`config.mk`:
```
export PLATFORM = sky130hd
export DESIGN_NAME = mem_port_arbiter
export DESIGN_NICKNAME = d
export VERILOG_FILES = /design/src/rtl/mem_port_arbiter_pkg.sv /design/src/rtl/mem_arb_stats.sv /design/src/rtl/mem_port_arbiter.sv
export SDC_FILE = /design/constraint.sdc
export NUM_CORES = 1
export LEC_CHECK = 0
export ABC_AREA = 1
export CAP_MARGIN = 5
export CORE_AREA = 10 10 113 115
export CTS_CLUSTER_DIAMETER = 150
export DETAILED_ROUTE_END_ITERATION = 16
export DIE_AREA = 0 0 123 125
export HOLD_SLACK_MARGIN = 0.08
export PLACE_DENSITY = 0.83
export SYNTH_ARGS = -nofsm -noshare
export SYNTH_HDL_FRONTEND = slang
export SYNTH_HIERARCHICAL = 1
export SYNTH_SLANG_ARGS = --single-unit
```
`constraint.sdc`:
```
create_clock -name clk -period 2.2 [get_ports clk]
set_input_delay 0.66 -clock clk [delete_from_list [all_inputs] [get_ports clk]]
set_output_delay 0.66 -clock clk [all_outputs]
set_load 0.005 [all_outputs]
```
`src/rtl/mem_port_arbiter_pkg.sv`:
```
// ---------------------------------------------------------------------------
// mem_port_arbiter_pkg
//   Shared types for the fetch/data memory port arbiter.
//   - arb_owner_e  : which port owns the read response due next cycle.
//   - mem_req_type : the single access presented to the unified memory.
//   The struct is sized by MEM_ADDR_W / MEM_DATA_W below; the arbiter's
//   ADDR_W / DATA_W parameters default to these and must match them.
// ---------------------------------------------------------------------------
package mem_port_arbiter_pkg;

    localparam int MEM_ADDR_W = 32;
    localparam int MEM_DATA_W = 32;
    localparam int MEM_BE_W   = MEM_DATA_W / 8;

    typedef enum logic [1:0] {
        OWN_NONE = 2'd0,
        OWN_IF   = 2'd1,
        OWN_D    = 2'd2
    } arb_owner_e;

    typedef struct packed {
        logic                  en;
        logic                  we;
        logic [MEM_BE_W-1:0]   be;
        logic [MEM_ADDR_W-1:0] addr;
        logic [MEM_DATA_W-1:0] wdata;
    } mem_req_type;

endpackage

```
`src/rtl/mem_arb_stats.sv`:
```
// ---------------------------------------------------------------------------
// mem_arb_stats
//   Two free-running 32-bit event counters for the arbiter. Both clear on
//   reset and wrap modulo 2^32. Only instantiated when ARB_STATS_EN is
//   defined in the build.
// Ports
//   clk, reset          : clock, synchronous active-high reset
//   i_conflict          : both ports requested this cycle
//   i_forced            : fetch granted by the starvation guard this cycle
//   o_conflicts         : number of conflict cycles seen
//   o_fetch_forced      : number of starvation-guard fetch grants
// ---------------------------------------------------------------------------
module mem_arb_stats (
    input  logic        clk,
    input  logic        reset,
    input  logic        i_conflict,
    input  logic        i_forced,
    output logic [31:0] o_conflicts,
    output logic [31:0] o_fetch_forced
);

    logic [31:0] r_conflicts;
    logic [31:0] r_fetch_forced;

    always_ff @(posedge clk) begin
        if (reset) begin
            r_conflicts    <= '0;
            r_fetch_forced <= '0;
        end else begin
            if (i_conflict) r_conflicts    <= r_conflicts + 32'd1;
            if (i_forced)   r_fetch_forced <= r_fetch_forced + 32'd1;
        end
    end

    assign o_conflicts    = r_conflicts;
    assign o_fetch_forced = r_fetch_forced;

endmodule

```
`src/rtl/mem_port_arbiter.sv`:
```
// ---------------------------------------------------------------------------
// mem_port_arbiter
//   Shares one single-port, synchronous-read memory between instruction
//   fetch (if_*) and load/store (d_*). The access is issued to the memory in
//   the grant cycle; read data is steered back to the owning port in the
//   following cycle. Data has priority, but after MAX_DATA_STREAK
//   consecutive data grants with fetch waiting, fetch is granted once.
//
//   Handshake: a port raises *_req with its command and holds both stable
//   until it sees *_gnt high in the same cycle; the access is issued in that
//   cycle. A read answers with *_rvalid exactly one cycle later. Stores
//   complete at the grant and produce no rvalid.
//
// Ports
//   clk, reset                     : clock, synchronous active-high reset
//   if_req/if_addr                 : fetch read request
//   if_gnt/if_rvalid/if_rdata      : fetch grant and response
//   d_req/d_we/d_be/d_addr/d_wdata : data request (load or store)
//   d_gnt/d_rvalid/d_rdata         : data grant and load response
//   mem_en/we/be/addr/wdata        : access to the unified memory
//   mem_rdata                      : memory read data, 1 cycle after read
//   stat_conflicts/stat_fetch_forced (ARB_STATS_EN only) : event counters
//
// Build option: define ARB_STATS_EN to add the statistics counters.
// ---------------------------------------------------------------------------
module mem_port_arbiter
    import mem_port_arbiter_pkg::*;
#(
    parameter int ADDR_W          = MEM_ADDR_W,
    parameter int DATA_W          = MEM_DATA_W,
    parameter int MAX_DATA_STREAK = 4
) (
    input  logic                clk,
    input  logic                reset,
    input  logic                if_req,
    input  logic [ADDR_W-1:0]   if_addr,
    output logic                if_gnt,
    output logic                if_rvalid,
    output logic [DATA_W-1:0]   if_rdata,
    input  logic                d_req,
    input  logic                d_we,
    input  logic [DATA_W/8-1:0] d_be,
    input  logic [ADDR_W-1:0]   d_addr,
    input  logic [DATA_W-1:0]   d_wdata,
    output logic                d_gnt,
    output logic                d_rvalid,
    output logic [DATA_W-1:0]   d_rdata,
`ifdef ARB_STATS_EN
    output logic [31:0]         stat_conflicts,
    output logic [31:0]         stat_fetch_forced,
`endif
    output logic                mem_en,
    output logic                mem_we,
    output logic [DATA_W/8-1:0] mem_be,
    output logic [ADDR_W-1:0]   mem_addr,
    output logic [DATA_W-1:0]   mem_wdata,
    input  logic [DATA_W-1:0]   mem_rdata
);

    localparam int STREAK_W = $clog2(MAX_DATA_STREAK + 1);
    localparam logic [STREAK_W-1:0] STREAK_MAX = STREAK_W'(MAX_DATA_STREAK);

    // Consecutive data grants while fetch has been waiting.
    logic [STREAK_W-1:0] r_streak;
    arb_owner_e          r_owner;
    logic [DATA_W-1:0]   r_if_rdata;
    logic [DATA_W-1:0]   r_d_rdata;

    logic        w_both;
    logic        w_fetch_turn;
    logic        w_if_gnt;
    logic        w_d_gnt;
    logic        w_if_rvalid;
    logic        w_d_rvalid;
    mem_req_type w_mem_req;

    // ---------------- grant ----------------
    always_comb begin
        w_both       = if_req && d_req;
        w_fetch_turn = (r_streak >= STREAK_MAX);
        w_if_gnt     = 1'b0;
        w_d_gnt      = 1'b0;
        // Nothing is issued while reset is held.
        if (!reset) begin
            if (w_both) begin
                if (w_fetch_turn) w_if_gnt = 1'b1;
                else              w_d_gnt  = 1'b1;
            end else if (if_req) begin
                w_if_gnt = 1'b1;
            end else if (d_req) begin
                w_d_gnt = 1'b1;
            end
        end
    end

    assign if_gnt = w_if_gnt;
    assign d_gnt  = w_d_gnt;

    // The streak only counts data wins over a waiting fetch; it saturates
    // because a data grant under conflict only happens below the limit.
    always_ff @(posedge clk) begin
        if (reset) begin
            r_streak <= '0;
        end else if (w_if_gnt || !if_req) begin
            r_streak <= '0;
        end else if (w_d_gnt && (r_streak != STREAK_MAX)) begin
            r_streak <= r_streak + STREAK_W'(1);
        end
    end

    // ---------------- memory request mux ----------------
    always_comb begin
        w_mem_req = '0;
        if (w_if_gnt) begin
            w_mem_req.en   = 1'b1;
            w_mem_req.we   = 1'b0;
            w_mem_req.be   = '1;
            w_mem_req.addr = if_addr;
        end else if (w_d_gnt) begin
            w_mem_req.en    = 1'b1;
            w_mem_req.we    = d_we;
            w_mem_req.be    = d_be;
            w_mem_req.addr  = d_addr;
            w_mem_req.wdata = d_wdata;
        end
    end

    assign mem_en    = w_mem_req.en;
    assign mem_we    = w_mem_req.we;
    assign mem_be    = w_mem_req.be;
    assign mem_addr  = w_mem_req.addr;
    assign mem_wdata = w_mem_req.wdata;

    // ---------------- response routing ----------------
    always_ff @(posedge clk) begin
        if (reset) begin
            r_owner <= OWN_NONE;
        end else if (w_if_gnt) begin
            r_owner <= OWN_IF;
        end else if (w_d_gnt && !d_we) begin
            r_owner <= OWN_D;
        end else begin
            r_owner <= OWN_NONE;
        end
    end

    // A read issued just before reset is dropped: rvalid is masked while
    // reset is high, and the owner is cleared at the same edge.
    assign w_if_rvalid = !reset && (r_owner == OWN_IF);
    assign w_d_rvalid  = !reset && (r_owner == OWN_D);

    // Hold registers keep each port's last word while the other port reads.
    always_ff @(posedge clk) begin
        if (reset) begin
            r_if_rdata <= '0;
            r_d_rdata  <= '0;
        end else begin
            if (w_if_rvalid) r_if_rdata <= mem_rdata;
            if (w_d_rvalid)  r_d_rdata  <= mem_rdata;
        end
    end

    assign if_rvalid = w_if_rvalid;
    assign d_rvalid  = w_d_rvalid;
    assign if_rdata  = w_if_rvalid ? mem_rdata : r_if_rdata;
    assign d_rdata   = w_d_rvalid  ? mem_rdata : r_d_rdata;

    // ---------------- statistics ----------------
`ifdef ARB_STATS_EN
    logic w_forced;
    assign w_forced = w_both && w_if_gnt;

    mem_arb_stats u_stats (
        .clk           (clk),
        .reset         (reset),
        .i_conflict    (w_both),
        .i_forced      (w_forced),
        .o_conflicts   (stat_conflicts),
        .o_fetch_forced(stat_fetch_forced)
    );
`endif

    // ---------------- protocol checks ----------------
    // The arbiter does not buffer; a request must stay up until granted.
    a_if_req_held: assert property (@(posedge clk) disable iff (reset)
        (if_req && !if_gnt) |=> if_req);
    a_d_req_held: assert property (@(posedge clk) disable iff (reset)
        (d_req && !d_gnt) |=> d_req);
    a_one_gnt: assert property (@(posedge clk) !(if_gnt && d_gnt));

endmodule

```
==> results of run 1 <==
[kinds of logic after synthesis]
family                   Yosys count  share of synthesized area [%]
AND/OR/NAND/NOR                  409                           41.3
buffers and inverters            240                           23.4
flip-flops                        69                           34.5
AO/OA/AOI/OAI                      2                          0.250
adder cells (fa/ha/maj)            2                          0.624
[metrics by stage]
step | utilization (%) | cells
after CTS | 88.7 | 1406
after detailed placement | 69.6 | 1176
after floorplan | - | 722
after global placement | 69.6 | 1176
[metal layers]
metal  global-route usage [%]  overflow
met1                     73.8         1
met2                     97.1       294
met3                     67.2         2
met4                     89.0       119
met5                     15.1         1
[synth_stat cells (2+ instances only)]
cell type	number	area (sq um)
nor2_1	101	379
buf_4	3	22.5
inv_2	3	11.3
a21oi_1	2	10.0
nand2_1	236	886
clkbuf_1	7	26.3
nand3_1	66	330
inv_1	202	758
ha_1	2	25.0
buf_2	21	105
buf_1	4	15.0
dfxtp_1	69	1380
[what timing repair did]
item / in CTS
endpoints found under the setup margin: 138
buffers inserted: 205
gates resized for setup: 528
pin swaps: 49
gates cloned: 9
==> run metrics, run 1 <==
Distinct cells, synth 18; Post-Syn Area 4010 sq um; die span in y 125 microns; routability cong. 1.01; worst_ep grt if_rdata[5]; #FFs+latches synth 69; Seq/Total Area, Yosys between 30 and 40%; number of synthesized flops with an enable pin 0; Longest Clk Path Bufs 2; total grt overflow 417; Avg Cell Area, Syn between 5 and 6 sq um; pin count of the biggest net entering global routing between 40 and 50; last stage reached global routing; Port Buffer Count roughly 270; ys flop type dfxtp_1; CTS root buffer clkbuf_8; initial antenna violation count 3; Total GRT Usage roughly 80%; pre-CTS WS -0.843 ns; Hold Buf Count CTS 0; outcome did not finish; worst ep type output port; die width 123 microns; hpwl dp approximately 15,000 microns; H-tree levels 3; # clock sinks 69; num ports ~280; Error [ERROR GRT-0232] Routing congestion too high. Check the congestion heatmap in the GUI.; placed instance area ~7400 sq um; ys async rst share 0%; Initial Utilization 37.8%; Post-Syn Instances a little over 700; Num CTS Buffers 9; Post-Syn Nets between 800 and 900; yosys warns 6; Core Rows 38
==> run 2: changes to the inputs <==
CORE_AREA = 10 10 127 129   (was 10 10 113 115)
CTS_CLUSTER_DIAMETER = not set   (was 150)
DIE_AREA = 0 0 137 139   (was 0 0 123 125)
HOLD_SLACK_MARGIN = not set   (was 0.08)
PLACE_DENSITY = not set   (was 0.83)
PLACE_DENSITY_LB_ADDON = 0.15   (was not set)
==> run 2 against run 1 <==
Compared with the run above:
- the flow now finishes, with violations (negative setup slack)
- synthesized cell count did not move
- synthesized area did not move
==> run metrics, run 2 <==
outcome finished, violations left (was did not finish); failing checks negative setup slack; Max Slew Vio Count 0; die area around 19,000 sq um; placed instance area 7420 sq um (was 7380 sq um); Worst Tran Pin Value between 0.5 and 0.6 ns; ys async rst share 0% (unchanged); H-tree levels 3 (unchanged); CTS tree yes; Post-Syn Area 4010 sq um (unchanged); total grt overflow 0; area leader, netlist dfxtp_1 (unchanged); wire per inst about 17 microns; die span in y 139 microns (was 125 microns); drt initial violations 274; Longest Clk Path Bufs 2 (unchanged); top-area cell type share of the netlist area 34.5% (unchanged); count leader, synth nand2_1 (unchanged); Num CTS Buffers 9 (unchanged); Seq/Total Area, Yosys 34.5% (unchanged); commonest cells in the netlist nand2_1 (236), inv_1 (202), nor2_1 (101), dfxtp_1 (69), nand3_1 (66) (unchanged); MaxCap Viol Count 0; classification of the worst-slack hold path register to register; drt pass-1 iters 6; yosys warns 6 (unchanged); CTS root buffer clkbuf_16 (was clkbuf_8); Remaining DRCs 0; Crit Path Class primary input to output port; fraction of final layout cells sized beyond drive strength 1 49.6%; core area 13,700 sq um; Max VDD drop between 300 and 400 uV; number of synthesized flops with an enable pin 0 (unchanged); Port Buffer Count 274 (unchanged); #FFs+latches synth 69 (unchanged); post-route clock skew around 0.0068 ns; Rel. slew slack a little over three fifths; Post-Layout Cell Count 1,373; clk_lat worst skew roughly 0.33 ns; Placed Cells 1,211 (was 1,176); Regs by FF count r_d_rdata (32), r_if_rdata (32), r_streak (3); hpwl dp 13,900 microns (was 14,700 microns); routability cong. 0.806 (was 1.01); Max Fclk between 0.4 and 0.5 GHz; Leak between 5 and 6 nW; Setup crit end kind output port; via count roughly 6,000; CP Data Arrival Time approximately 1.7 ns; Post-Syn Nets 861 (unchanged); pre-CTS WS -0.781 ns (was -0.843 ns); final instance area about 10000 sq um; ys flop type dfxtp_1 (unchanged); Core Rows 43 (was 38); first-pass GRT wire length 31,800 microns; top post-synthesis cells by area dfxtp_1 (34%), nand2_1 (22%), inv_1 (19%), nor2_1 (9.5%), nand3_1 (8.2%) (unchanged); Avg Cell Area, Syn 5.55 sq um (unchanged); vias in the first global route a little under 6,000; critical-path maximum fanout 5; Final ANT Viol Nets 0; final setup violation count 65; Worst-path clk slew ~0.050 ns; Layout area overhead 143%; Final Hold Viols 0; Initial Utilization 29.3% (was 37.8%); vias per inst around 4.3; ant diodes 0; pin count of the biggest net entering global routing 48; RSZ-0062 raised after global routing true; num ports 275 (unchanged); post-route minimum period about 2.4 ns; PD cells around 420 nW/um^2; WHS between 0.5 and 0.6 ns; initial antenna violation count 0; Total Nets Final 1,327; Distinct cells, synth 18 (unchanged); # clock sinks 69 (unchanged); commonest cells after routing, fill and taps aside inv_1 (153), buf_4 (141), clkdlybuf4s50_1 (130), nand2_1 (121), nor2_1 (93); die width 137 microns (was 123 microns); critical path launch point type primary input; Tcrit/Tclk final 108%; Routed WL around 23,000 microns; Total GRT Usage between 20% and 30%; commonest non-fill, non-tap cell in the layout inv_1; Critical Path RT about 1.5 ns; Setup TNS -4.16 ns; final worst slack -0.177 ns; Post-Syn Instances 722 (unchanged)
run 2: cell counts after synthesis:
Identical to the previous run, type by type.
run 2: final cells by class:
class / instances / area [sq um]
inverters: 205 / 790
fillers: 1086 / 3910
clock buffers: 11 / 253
multi-input cells: 413 / 2430
flip-flops and latches: 69 / 1390
well taps: 180 / 225
repair buffers: 490 / 4630
clock inverters: 5 / 35.0
run 2: logic make-up (layout without fill, tap and decap cells):
group / count (synthesis) / count (layout) / share of synthesized area, %
flip-flops: 69 / 69 / 34.5
AND/OR/NAND/NOR: 409 / 409 / 41.3
buffers and inverters: 240 / 711 / 23.4
adder cells (fa/ha/maj): 2 / 2 / 0.624
AO/OA/AOI/OAI: 2 / 2 / 0.250
run 2: repair_timing:
action,CTS,global route
endpoints found under the hold margin,0,0
setup buffers,113,29
resized for setup,675,263
pin swaps,28,52
cloned,13,2
endpoints found under the setup margin,138,118
hold buffers,0,0
run 2: power breakdown:
group	internal, mW	switching [mW]
registers	1.29	0.0144
logic	0.806	0.573
clock network	0.824	0.570
total	2.92	1.16
run 2: critical path, cell delays in order:
cell and delay, ns:
buf_12 0.12, nor2_4 0.16, buf_6 0.13, buf_12 0.11, buf_12 0.11, nand3_1 0.14, nand2_4 0.13, inv_2 0.04
buf_6 0.10
run 2: through the flow:
stage	power [mW]	utilization, %
final	4.08	71.4
after global routing	4.26	71.4
after CTS	3.88	64.3
after detailed placement	2.32	54.3
after global placement	2.31	54.3
after floorplan	1.63	-
run 2: path summary, 6_finish.rpt:
path	from	end	slack [ns]	cells past startpoint
worst max-delay path	reset	if_rdata[13]	-0.18	9
worst min-delay path	r_if_rdata[4]	r_if_rdata[4]	0.53	4
worst max register to register	r_owner[1]	r_if_rdata[14]	0.13	15
worst min register to register	r_if_rdata[4]	r_if_rdata[4]	0.53	4
run 2: layer usage:
layer | vias to the layer above | routed length, microns | GRT usage [%]
li1 | 2956 | - | -
met1 | 2718 | 7760 | 20.4
met2 | 243 | 12400 | 39.8
met3 | 45 | 2010 | 7.97
met4 | 0 | 626 | 6.49
met5 | - | 0 | 0
Power figures use the tool's default switching activity.
==> run 3: changes to the inputs <==
CELL_PAD_IN_SITES_DETAIL_PLACEMENT = 1   (was not set)
CELL_PAD_IN_SITES_GLOBAL_PLACEMENT = 1   (was not set)
CORE_AREA = 10 10 141 143   (was 10 10 127 129)
DIE_AREA = 0 0 151 153   (was 0 0 137 139)
==> run 3 against run 2 <==
Compared with the run above:
- the run still ends with negative setup slack left
- setup slack worse by 0.051 ns
- fmax is 2.1% lower
- sequential share of layout area fell by 0.96 points
- largest cell class unchanged
==> run metrics, run 3 (same netlist as run 2, synthesis figures left out) <==
outcome finished, violations left (unchanged); failing checks negative setup slack (unchanged); WHS 0.545 ns (was 0.528 ns); # clock sinks 69 (unchanged); commonest non-fill, non-tap cell in the layout buf_4 (was inv_1); Routed WL 29,200 microns (was 22,800 microns); Critical Path RT 1.54 ns (about the same); final setup violation count 95 (was 65); Setup TNS -8.89 ns (was -4.16 ns); Final Hold Viols 0 (unchanged); clk_lat worst skew 0.34 ns (was 0.33 ns); Tcrit/Tclk final 110% (was 108%); routability cong. 0.831 (was 0.806); vias per inst 4.42 (was 4.34); ant diodes 0 (unchanged); num ports 275 (unchanged); Final Util 61.2% (was 71.4%); Port Buffer Count 274 (unchanged); PD cells 416 nW/um^2 (was 418 nW/um^2); Final ANT Viol Nets 0 (unchanged); die span in y 153 microns (was 139 microns); H-tree levels 3 (unchanged); Total Nets Final 1,323 (was 1,327); Setup crit end kind output port (unchanged); Crit Path Class primary input to output port (unchanged); wire per inst 20.7 microns (was 16.6 microns); MaxCap Viol Count 0 (unchanged); Worst-path clk slew 0.06 ns (was 0.05 ns); drt initial violations 135 (was 274); CP Data Arrival Time 1.77 ns (was 1.72 ns); commonest cells after routing, fill and taps aside buf_4 (143), inv_1 (137), clkdlybuf4s50_1 (126), nand2_2 (89), buf_6 (88) (was inv_1 (153), buf_4 (141), clkdlybuf4s50_1 (130), nand2_1 (121), nor2_1 (93)); pin count of the biggest net entering global routing 55 (was 48); Total GRT Usage 19.4% (was 21.1%); total grt overflow 0 (unchanged); initial antenna violation count 0 (unchanged); CTS tree yes (unchanged); Layout area overhead 160% (was 143%); Leak 5.55 nW (was 5.43 nW); Num CTS Buffers 9 (unchanged); drt pass-1 iters 4 (was 6); die width 151 microns (was 137 microns); Remaining DRCs 0 (unchanged); first-pass GRT wire length 35,300 microns (was 31,800 microns); critical path launch point type primary input (unchanged); Core Rows 48 (was 43); classification of the worst-slack hold path register to register (unchanged); via count 6,243 (was 5,962); Regs by FF count r_d_rdata (32), r_if_rdata (32), r_streak (3) (unchanged); die area 23,100 sq um (was 19,000 sq um); fraction of final layout cells sized beyond drive strength 1 55.6% (was 49.6%); Rel. slew slack 58.2% (was 63.2%); Longest Clk Path Bufs 2 (unchanged); CTS root buffer clkbuf_16 (unchanged); Max Fclk 0.412 GHz (was 0.421 GHz); Worst Tran Pin Value 0.627 ns (was 0.552 ns); critical-path maximum fanout 6 (was 5); post-route clock skew 0.00650 ns (was 0.00679 ns); Initial Utilization 23.5% (was 29.3%); placed instance area 7510 sq um (was 7420 sq um); Tot Pwr 4.35 mW (was 4.08 mW); vias in the first global route 6,382 (was 5,848); RSZ-0062 raised after global routing true (unchanged); hpwl dp 15,700 microns (was 13,900 microns); final instance area 10,400 sq um (was 9750 sq um); Hold Buf Count CTS 0 (unchanged); post-route minimum period 2.43 ns (was 2.38 ns); final worst slack -0.228 ns (was -0.177 ns); Max Slew Vio Count 0 (unchanged); Max VDD drop 331 uV (was 357 uV); core area 17,100 sq um (was 13,700 sq um)
run 3: changes by cell type in the layout (fill, tap and decap cells not counted), sizes merged:
cell / before / now
buf: 346 / 324
bufinv: 0 / 1
clkbuf: 20 / 33
clkdlybuf4s15: 1 / 7
clkdlybuf4s50: 130 / 126
clkinv: 5 / 3
dlygate4sd2: 1 / 3
dlymetal6s2s: 3 / 4
inv: 204 / 205
run 3: critical path, cell delays in order:
cell and delay, ns:
buf_12 0.12, buf_8 0.12, nor2_4 0.11, nand2_2 0.09
inv_4 0.08, buf_12 0.10, buf_12 0.10, buf_16 0.12
nand2_2 0.05, nand2_1 0.08, buf_2 0.12
run 3: per-layer routing:
metal,GRT usage [%],part of all wire [%],vias up
met4,4.17,2.6,0
met1,18.9,33,3012
met3,7.32,7.6,45
li1,-,-,2952
met2,37.3,56,234
met5,0,0,-
run 3: cell type report:
| cell class | instances | area (sq um) |
|---|---|---|
| clock buffer | 11 | 233 |
| clock inverter | 5 | 60.1 |
| fill | 2084 | 6620 |
| inverter | 205 | 795 |
| multi-input combinational | 413 | 2860 |
| sequential | 69 | 1390 |
| tap | 225 | 282 |
| timing repair buffer | 486 | 4830 |
run 3: final timing paths:
path | from | cells past startpoint | slack (ns) | endpoint
worst max register to register | r_owner[0] | 15 | -0.02 | r_d_rdata[9]
worst min register to register | r_streak[0] | 3 | 0.55 | r_streak[0]
worst min-delay path | r_streak[0] | 3 | 0.55 | r_streak[0]
worst max-delay path | reset | 11 | -0.23 | mem_addr[10]
run 3: per-stage QoR:
step	cells	setup slack, ns
after floorplan	722	0.228
after global placement	1258	-0.786
after detailed placement	1258	-0.822
after CTS	1366	-0.226
after global routing	1414	-0.271
final	1414	-0.228
run 3: power by group:
part / internal [mW] / leakage (nW) / switching [mW]
Combinational: 0.864 / 4.84 / 0.683
Sequential: 1.29 / 0.562 / 0.0177
Clock: 0.884 / 0.140 / 0.607
Total: 3.04 / 5.55 / 1.31
run 3: timing repair:
action	in CTS	in global routing
resized for setup	587	498
gates cloned	11	12
buffers inserted	83	48
pin swaps	40	64
endpoints found under the setup margin	138	131
==> run 4: changes to the inputs <==
CELL_PAD_IN_SITES_DETAIL_PLACEMENT = not set   (was 1)
CELL_PAD_IN_SITES_GLOBAL_PLACEMENT = not set   (was 1)
CORE_AREA = 10 10 127 129   (was 10 10 141 143)
DIE_AREA = 0 0 137 139   (was 0 0 151 153)
==> results of run 4 <==
Same layout as run 2: the final DEF is identical, and so are final timing and power.
